===== src/rtl/axis_rr_arbiter.sv =====
// ---------------------------------------------------------------------------
// axis_rr_arbiter
//
// Purpose:
//   Merges NUM_REQ AXI-Stream requesters onto one downstream AXI-Stream port
//   using round-robin arbitration. Accepted beats pass through a two-entry
//   output stage (main register plus one skid register). Because of the skid
//   register, upstream ready depends only on registered state and never on
//   downstream i_ready.
//
// Handshake (all ports): a beat moves across an interface on a rising clk
//   edge where valid and ready are both high. A source holds valid and its
//   payload stable until that edge. o_ready is one-hot or zero.
//
// Optional feature:
//   AXIS_RR_ARBITER_PKT_LOCK_EN - when defined, arbitration is per packet.
//   Once a requester's first non-last beat is accepted, that requester owns
//   the arbiter (IDLE/LOCKED FSM) until its i_last beat is accepted. When
//   undefined, arbitration is per beat and i_last is only forwarded.
//
// Parameters:
//   NUM_REQ     number of requesters (2..16)
//   DWIDTH      data width per requester
//
// Ports:
//   clk         clock, all state on rising edge
//   rst         asynchronous active-high reset
//   i_valid     per-requester valid (bit k = requester k)
//   i_data      requester k data at [k*DWIDTH +: DWIDTH]
//   i_last      per-requester end-of-packet marker
//   o_ready     per-requester ready (at most one bit high)
//   o_valid     downstream valid
//   o_data      downstream data
//   o_last      downstream end-of-packet
//   i_ready     downstream ready
//   o_grant_id  requester index of the beat on o_data
// ---------------------------------------------------------------------------
module axis_rr_arbiter #(
  parameter int NUM_REQ = 4,
  parameter int DWIDTH  = 8
) (
  input  logic                       clk,
  input  logic                       rst,
  input  logic [NUM_REQ-1:0]         i_valid,
  input  logic [NUM_REQ*DWIDTH-1:0]  i_data,
  input  logic [NUM_REQ-1:0]         i_last,
  output logic [NUM_REQ-1:0]         o_ready,
  output logic                       o_valid,
  output logic [DWIDTH-1:0]          o_data,
  output logic                       o_last,
  input  logic                       i_ready,
  output logic [$clog2(NUM_REQ)-1:0] o_grant_id
);

  localparam int IDW = $clog2(NUM_REQ);

  // Arbitration state: ptr is the most recently granted requester.
  logic [IDW-1:0]    r_ptr;

  // Output stage: main register drives the outputs, skid absorbs one beat.
  logic              r_main_valid;
  logic [DWIDTH-1:0] r_main_data;
  logic              r_main_last;
  logic [IDW-1:0]    r_main_id;
  logic              r_skid_valid;
  logic [DWIDTH-1:0] r_skid_data;
  logic              r_skid_last;
  logic [IDW-1:0]    r_skid_id;

  // Arbitration results.
  logic [IDW-1:0]    w_rr_sel;
  logic              w_rr_found;
  logic [IDW-1:0]    w_sel;
  logic              w_found;
  logic              w_accept;
  logic              w_ptr_upd;
  logic [DWIDTH-1:0] w_in_data;
  logic              w_in_last;
  logic              w_main_xfer;

  // -------------------------------------------------------------------------
  // Round-robin search: ptr+1, ptr+2, ... with ptr itself checked last.
  // -------------------------------------------------------------------------
  always_comb begin
    logic [IDW-1:0] v_idx;
    w_rr_sel   = '0;
    w_rr_found = 1'b0;
    v_idx      = '0;
    for (int i = 1; i <= NUM_REQ; i++) begin
      v_idx = IDW'((int'(r_ptr) + i) % NUM_REQ);
      if (!w_rr_found && i_valid[v_idx]) begin
        w_rr_found = 1'b1;
        w_rr_sel   = v_idx;
      end
    end
  end

`ifdef AXIS_RR_ARBITER_PKT_LOCK_EN
  // -------------------------------------------------------------------------
  // Packet lock FSM: the owner keeps the grant until its last beat goes in.
  // -------------------------------------------------------------------------
  typedef enum logic {
    ST_IDLE   = 1'b0,
    ST_LOCKED = 1'b1
  } state_t;

  state_t         r_state;
  state_t         w_state_next;
  logic [IDW-1:0] r_owner;
  logic [IDW-1:0] w_owner_next;

  // While locked, other requesters are ignored even if the owner is idle.
  assign w_sel     = (r_state == ST_LOCKED) ? r_owner : w_rr_sel;
  assign w_found   = (r_state == ST_LOCKED) ? i_valid[r_owner] : w_rr_found;
  // ptr moves only when a packet completes, so fairness is per packet.
  assign w_ptr_upd = w_accept & w_in_last;

  always_ff @(posedge clk or posedge rst) begin
    if (rst) begin
      r_state <= ST_IDLE;
      r_owner <= '0;
    end else begin
      r_state <= w_state_next;
      r_owner <= w_owner_next;
    end
  end

  always_comb begin
    w_state_next = r_state;
    w_owner_next = r_owner;
    case (r_state)
      ST_IDLE: begin
        if (w_accept && !w_in_last) begin
          w_state_next = ST_LOCKED;
          w_owner_next = w_sel;
        end
      end
      ST_LOCKED: begin
        if (w_accept && w_in_last) begin
          w_state_next = ST_IDLE;
        end
      end
      default: begin
        w_state_next = ST_IDLE;
      end
    endcase
  end
`else
  assign w_sel     = w_rr_sel;
  assign w_found   = w_rr_found;
  assign w_ptr_upd = w_accept;
`endif

  // -------------------------------------------------------------------------
  // Upstream ready: only the selected requester, only while the skid slot is
  // free. Held low during reset.
  // -------------------------------------------------------------------------
  always_comb begin
    o_ready = '0;
    if (!rst && !r_skid_valid && w_found) begin
      o_ready[w_sel] = 1'b1;
    end
  end

  assign w_accept = |(i_valid & o_ready);

  // Payload of the selected requester.
  always_comb begin
    w_in_data = '0;
    for (int k = 0; k < NUM_REQ; k++) begin
      if (IDW'(k) == w_sel) begin
        w_in_data = i_data[k*DWIDTH +: DWIDTH];
      end
    end
  end

  assign w_in_last   = i_last[w_sel];
  assign w_main_xfer = r_main_valid & i_ready;

  // -------------------------------------------------------------------------
  // Round-robin pointer. Reset to NUM_REQ-1 so requester 0 is searched first.
  // -------------------------------------------------------------------------
  always_ff @(posedge clk or posedge rst) begin
    if (rst) begin
      r_ptr <= IDW'(NUM_REQ - 1);
    end else if (w_ptr_upd) begin
      r_ptr <= w_sel;
    end
  end

  // -------------------------------------------------------------------------
  // Output stage. The skid can only be full while main is full, and an
  // accept cannot happen while the skid is full, so a draining skid never
  // competes with an incoming beat.
  // -------------------------------------------------------------------------
  always_ff @(posedge clk or posedge rst) begin
    if (rst) begin
      r_main_valid <= 1'b0;
      r_main_data  <= '0;
      r_main_last  <= 1'b0;
      r_main_id    <= '0;
      r_skid_valid <= 1'b0;
      r_skid_data  <= '0;
      r_skid_last  <= 1'b0;
      r_skid_id    <= '0;
    end else begin
      if (w_main_xfer) begin
        if (r_skid_valid) begin
          r_main_data  <= r_skid_data;
          r_main_last  <= r_skid_last;
          r_main_id    <= r_skid_id;
          r_skid_valid <= 1'b0;
        end else if (w_accept) begin
          r_main_data <= w_in_data;
          r_main_last <= w_in_last;
          r_main_id   <= w_sel;
        end else begin
          r_main_valid <= 1'b0;
        end
      end else if (!r_main_valid) begin
        if (w_accept) begin
          r_main_valid <= 1'b1;
          r_main_data  <= w_in_data;
          r_main_last  <= w_in_last;
          r_main_id    <= w_sel;
        end
      end else if (w_accept) begin
        // Main is holding a stalled beat; park the new one in the skid.
        r_skid_valid <= 1'b1;
        r_skid_data  <= w_in_data;
        r_skid_last  <= w_in_last;
        r_skid_id    <= w_sel;
      end
    end
  end

  assign o_valid    = r_main_valid;
  assign o_data     = r_main_data;
  assign o_last     = r_main_last;
  assign o_grant_id = r_main_id;

endmodule


===== config.mk =====
export PLATFORM = sky130hd
export DESIGN_NAME = axis_rr_arbiter
export DESIGN_NICKNAME = d
export VERILOG_FILES = /design/src/rtl/axis_rr_arbiter.sv
export SDC_FILE = /design/constraint.sdc
export NUM_CORES = 1
export LEC_CHECK = 0
export ABC_AREA = 1
export CAP_MARGIN = 20
export CORE_ASPECT_RATIO = 1.5
export CORE_MARGIN = 3
export CORE_UTILIZATION = 40
export DETAILED_ROUTE_END_ITERATION = 12
export DONT_BUFFER_PORTS = 1
export PLACE_DENSITY = 0.6
export SLEW_MARGIN = 5
export SYNTH_ARGS = -nofsm -noshare
export SYNTH_HDL_FRONTEND = slang
export SYNTH_SLANG_ARGS = --single-unit

===== constraint.sdc =====
create_clock -name clk -period 2.4 [get_ports clk]
set_input_delay 0.48 -clock clk [delete_from_list [all_inputs] [get_ports clk]]
set_output_delay 0.48 -clock clk [all_outputs]
set_load 0.05 [all_outputs]

==> results.yml <==
placement:
  gp_congestion: 0.833
  numPortBuffers: 0
  dp_hpwl_um: 3760
finish:
  final_nets: 321
  final_core_util: 0.511
  diodes: 0
  drive_gt1_frac: 0.285
  area_growth_pct: 21.4
worst_setup_path:
  startpoint_type: "flip-flop"
  crit_fanout: 7
  worstPathRequired_ps: 1920
  cp.arrival_ps: 2020
  cpMaxStageDelayCell: "dfstp_2"
  critPathKind: "reg2out"
  cpPeakStageDelay_ps: 620
  crit_family: "simple AND/OR/NAND/NOR gates"
  rr_worst_depth: 18
  cp_common_cell: "nand2_1"
  critPathBufInv: 3
  cp_num_cells: 10
  cp-end-kind: "output pin"
  crit_chain: "nand2_1 -> nand2_2 -> nand2_1 -> nand2_1 -> inv_1 -> nand3_2 -> nand3_2 -> buf_6 -> nor3_4 -> buf_6"
route:
  antenna_left: 0
  vias: 1792
  route.detailed.drc: 0
  dr.pass1.iters: 5
  drt_iter0_markers: 76
  wl_um: 5030
  wl_per_cell_um: 15.6
  viasPerCell: 5.55
cts:
  clock-sinks: 26
  cts_buffers: 3
  cts.path.max_buffers: 2
  cts_tree: "built"
  h-tree-depth: 1
  clockRootBuffer: "clkbuf_8"
  clk_pin_slew_worst_paths_ps: 100
  clkLatencyLatePin_ps: 280
yosys:
  ys_types: 28
  syn-num-nets: 300
  synth_top_area_share: 0.330
  syn_area_per_cell_um2: 7.07
  ys_ff_latch: 26
  async_flop_share: 1.00
  synth_top_cell_by_area: "dfrtp_1"
  synth_warnings: 0
  synth_ff_type: "dfrtp_1"
  synth-seq-area-share: 0.359
  post_synth_inst_count: 257
  synth_edf_count: 0
  synth_area_leaders: "dfrtp_1 (33%), nand2_1 (20%), a21oi_1 (5.2%), nand3_1 (4.7%), inv_1 (3.9%)"
  synth_area_um2: 1820
grt:
  antenna_found_initial: 0
  grt-ovfl-total: 0
  grt_pass1_vias: 1755
  grt_max_degree: 27
  grt_use_total: 0.200
  grt_pass1_wl_um: 8110
timing:
  setup_ws_ps: -96.0
  setup_violations: 4
  finalClockSkew_ps: 6.88
  slew-limit-headroom: 0.575
  rsz0062_at_grt: "yes"
  hold_viol_final: 0
  finalCritPeriodShare: 1.04
  fin_crit_ps: 2500
  worstMarginPinSlew_ps: 635
  max_freq_ghz: 0.401
  timing.hold.ws_ps: 190
  tns_ps: -337
  finalMaxSlewViolations: 0
floorplanning:
  pin_count: 59
  dieWidth_um: 61.0
  dieArea_um2: 5410
  rows: 29
  core-area_um2: 4320
  fp.dieH_um: 88.6
  start_util: 0.421
min_path:
  hold_path_class: "in2async"
flow_run:
  drv_cap: 0
status:
  status: "finished, violations left"
  violations: "setup timing"
==> cell usage after synthesis (2+ instances only) <==
cell type  number
dfstp_2         2
nand3_1        17
o21ai_1         2
nor2_1          6
nand2_1        95
nand2_4         5
inv_1          19
nor2_4          2
o21ai_0        13
clkbuf_1        4
nand2_2         6
o22ai_1         9
nand4_1         7
or2_0           4
nor2_2          2
dfrtp_1        24
a21oi_1        19
buf_4           3
nor3_1          2
inv_2           4
nand3_2         5
==> final cells by class <==
type	count	area [um2]
clock buffer	3	41.3
clock inverter	1	30.0
fill	430	2110
inverter	23	96.3
multi-input combinational	200	1120
sequential	26	653
tap	46	57.6
timing repair buffer	23	199
timing repair inverter	1	5.00
==> through the flow <==
step | area, um2 | setup slack [ps] | std cells
final | 2210 | -96.0 | 323
after global routing | 2210 | -248 | 323
after detailed placement | 1950 | 51.4 | 306
after floorplan | 1860 | 0.317 | 257
after global placement | 1950 | 83.7 | 306
after CTS | 2140 | -116 | 318
==> worst reg2reg max path, delay by kind of cell, from the launching register on <==
family	cells	cell delay, ps
flip-flops	1	620
buffers and inverters	3	400
AND/OR/NAND/NOR	15	1290
==> layout by cell type (no fill, tap or decap) <==
| cell type | count |
|---|---|
| nand3_2 | 10 |
| o22ai_1 | 9 |
| inv_1 | 17 |
| bufinv_16 | 1 |
| dfrtp_1 | 24 |
| nor2_2 | 1 |
| clkinvlp_4 | 2 |
| nand4_1 | 7 |
| nand3_4 | 1 |
| clkbuf_8 | 3 |
| dfstp_2 | 2 |
| nor2_1 | 4 |
| buf_4 | 18 |
| nor2_4 | 6 |
| o21ai_1 | 2 |
| o21ai_0 | 13 |
| nor2_8 | 1 |
| nand2_1 | 85 |
| inv_4 | 1 |
| o211ai_1 | 1 |
| buf_8 | 2 |
| nand3_1 | 12 |
| nand2_8 | 1 |
| nand2_2 | 16 |
| clkinvlp_2 | 1 |
| buf_6 | 3 |
| inv_2 | 3 |
| a21oi_1 | 19 |
| nor3_4 | 2 |
| a21boi_0 | 1 |
| or2_0 | 4 |
| nand2_4 | 5 |
==> per-layer routing <==
layer  part of all wire  track usage
met1               0.40        0.241
met2               0.51        0.338
met3              0.059       0.0511
met4              0.023       0.0690
met5                  0            0
==> sequential cells by signal, summed over array words and instances, names as in the netlist <==
name / flops
o_grant_id: 2
r_skid_id: 2
o_data: 8
r_skid_last: 1
r_skid_data: 8
o_last: 1
o_valid: 1
r_ptr: 2
r_skid_valid: 1
==> cell families after synthesis <==
group,after synthesis,share of synthesized area
compound gates,45,0.133
buf+inv,32,0.0791
flops,26,0.359
simple gates,154,0.429
==> worst paths after layout <==
check	from	to	slack (ps)
min	rst	r_skid_data[7]	190
max	r_ptr[0]	o_ready[0]	-100
min in group clk	i_ready	o_valid	300
max in group asynchronous	rst	r_ptr[1]	1910
max reg2reg	r_ptr[0]	o_data[6]	40
min reg2reg	r_skid_id[0]	r_skid_id[0]	520
==> what timing repair did <==
action                     in CTS  in global routing
resized for setup              14                 10
hold endpoints to repair        0                  0
cloned                          0                  2
hold buffers                    0                  0
buffers inserted                8                  3
setup endpoints to repair       4                 27
pin swaps                       5                  4
Power is left out: the tool's default activity adds up to more than one toggle a clock period on the data nets, which glitch-free logic cannot reach.
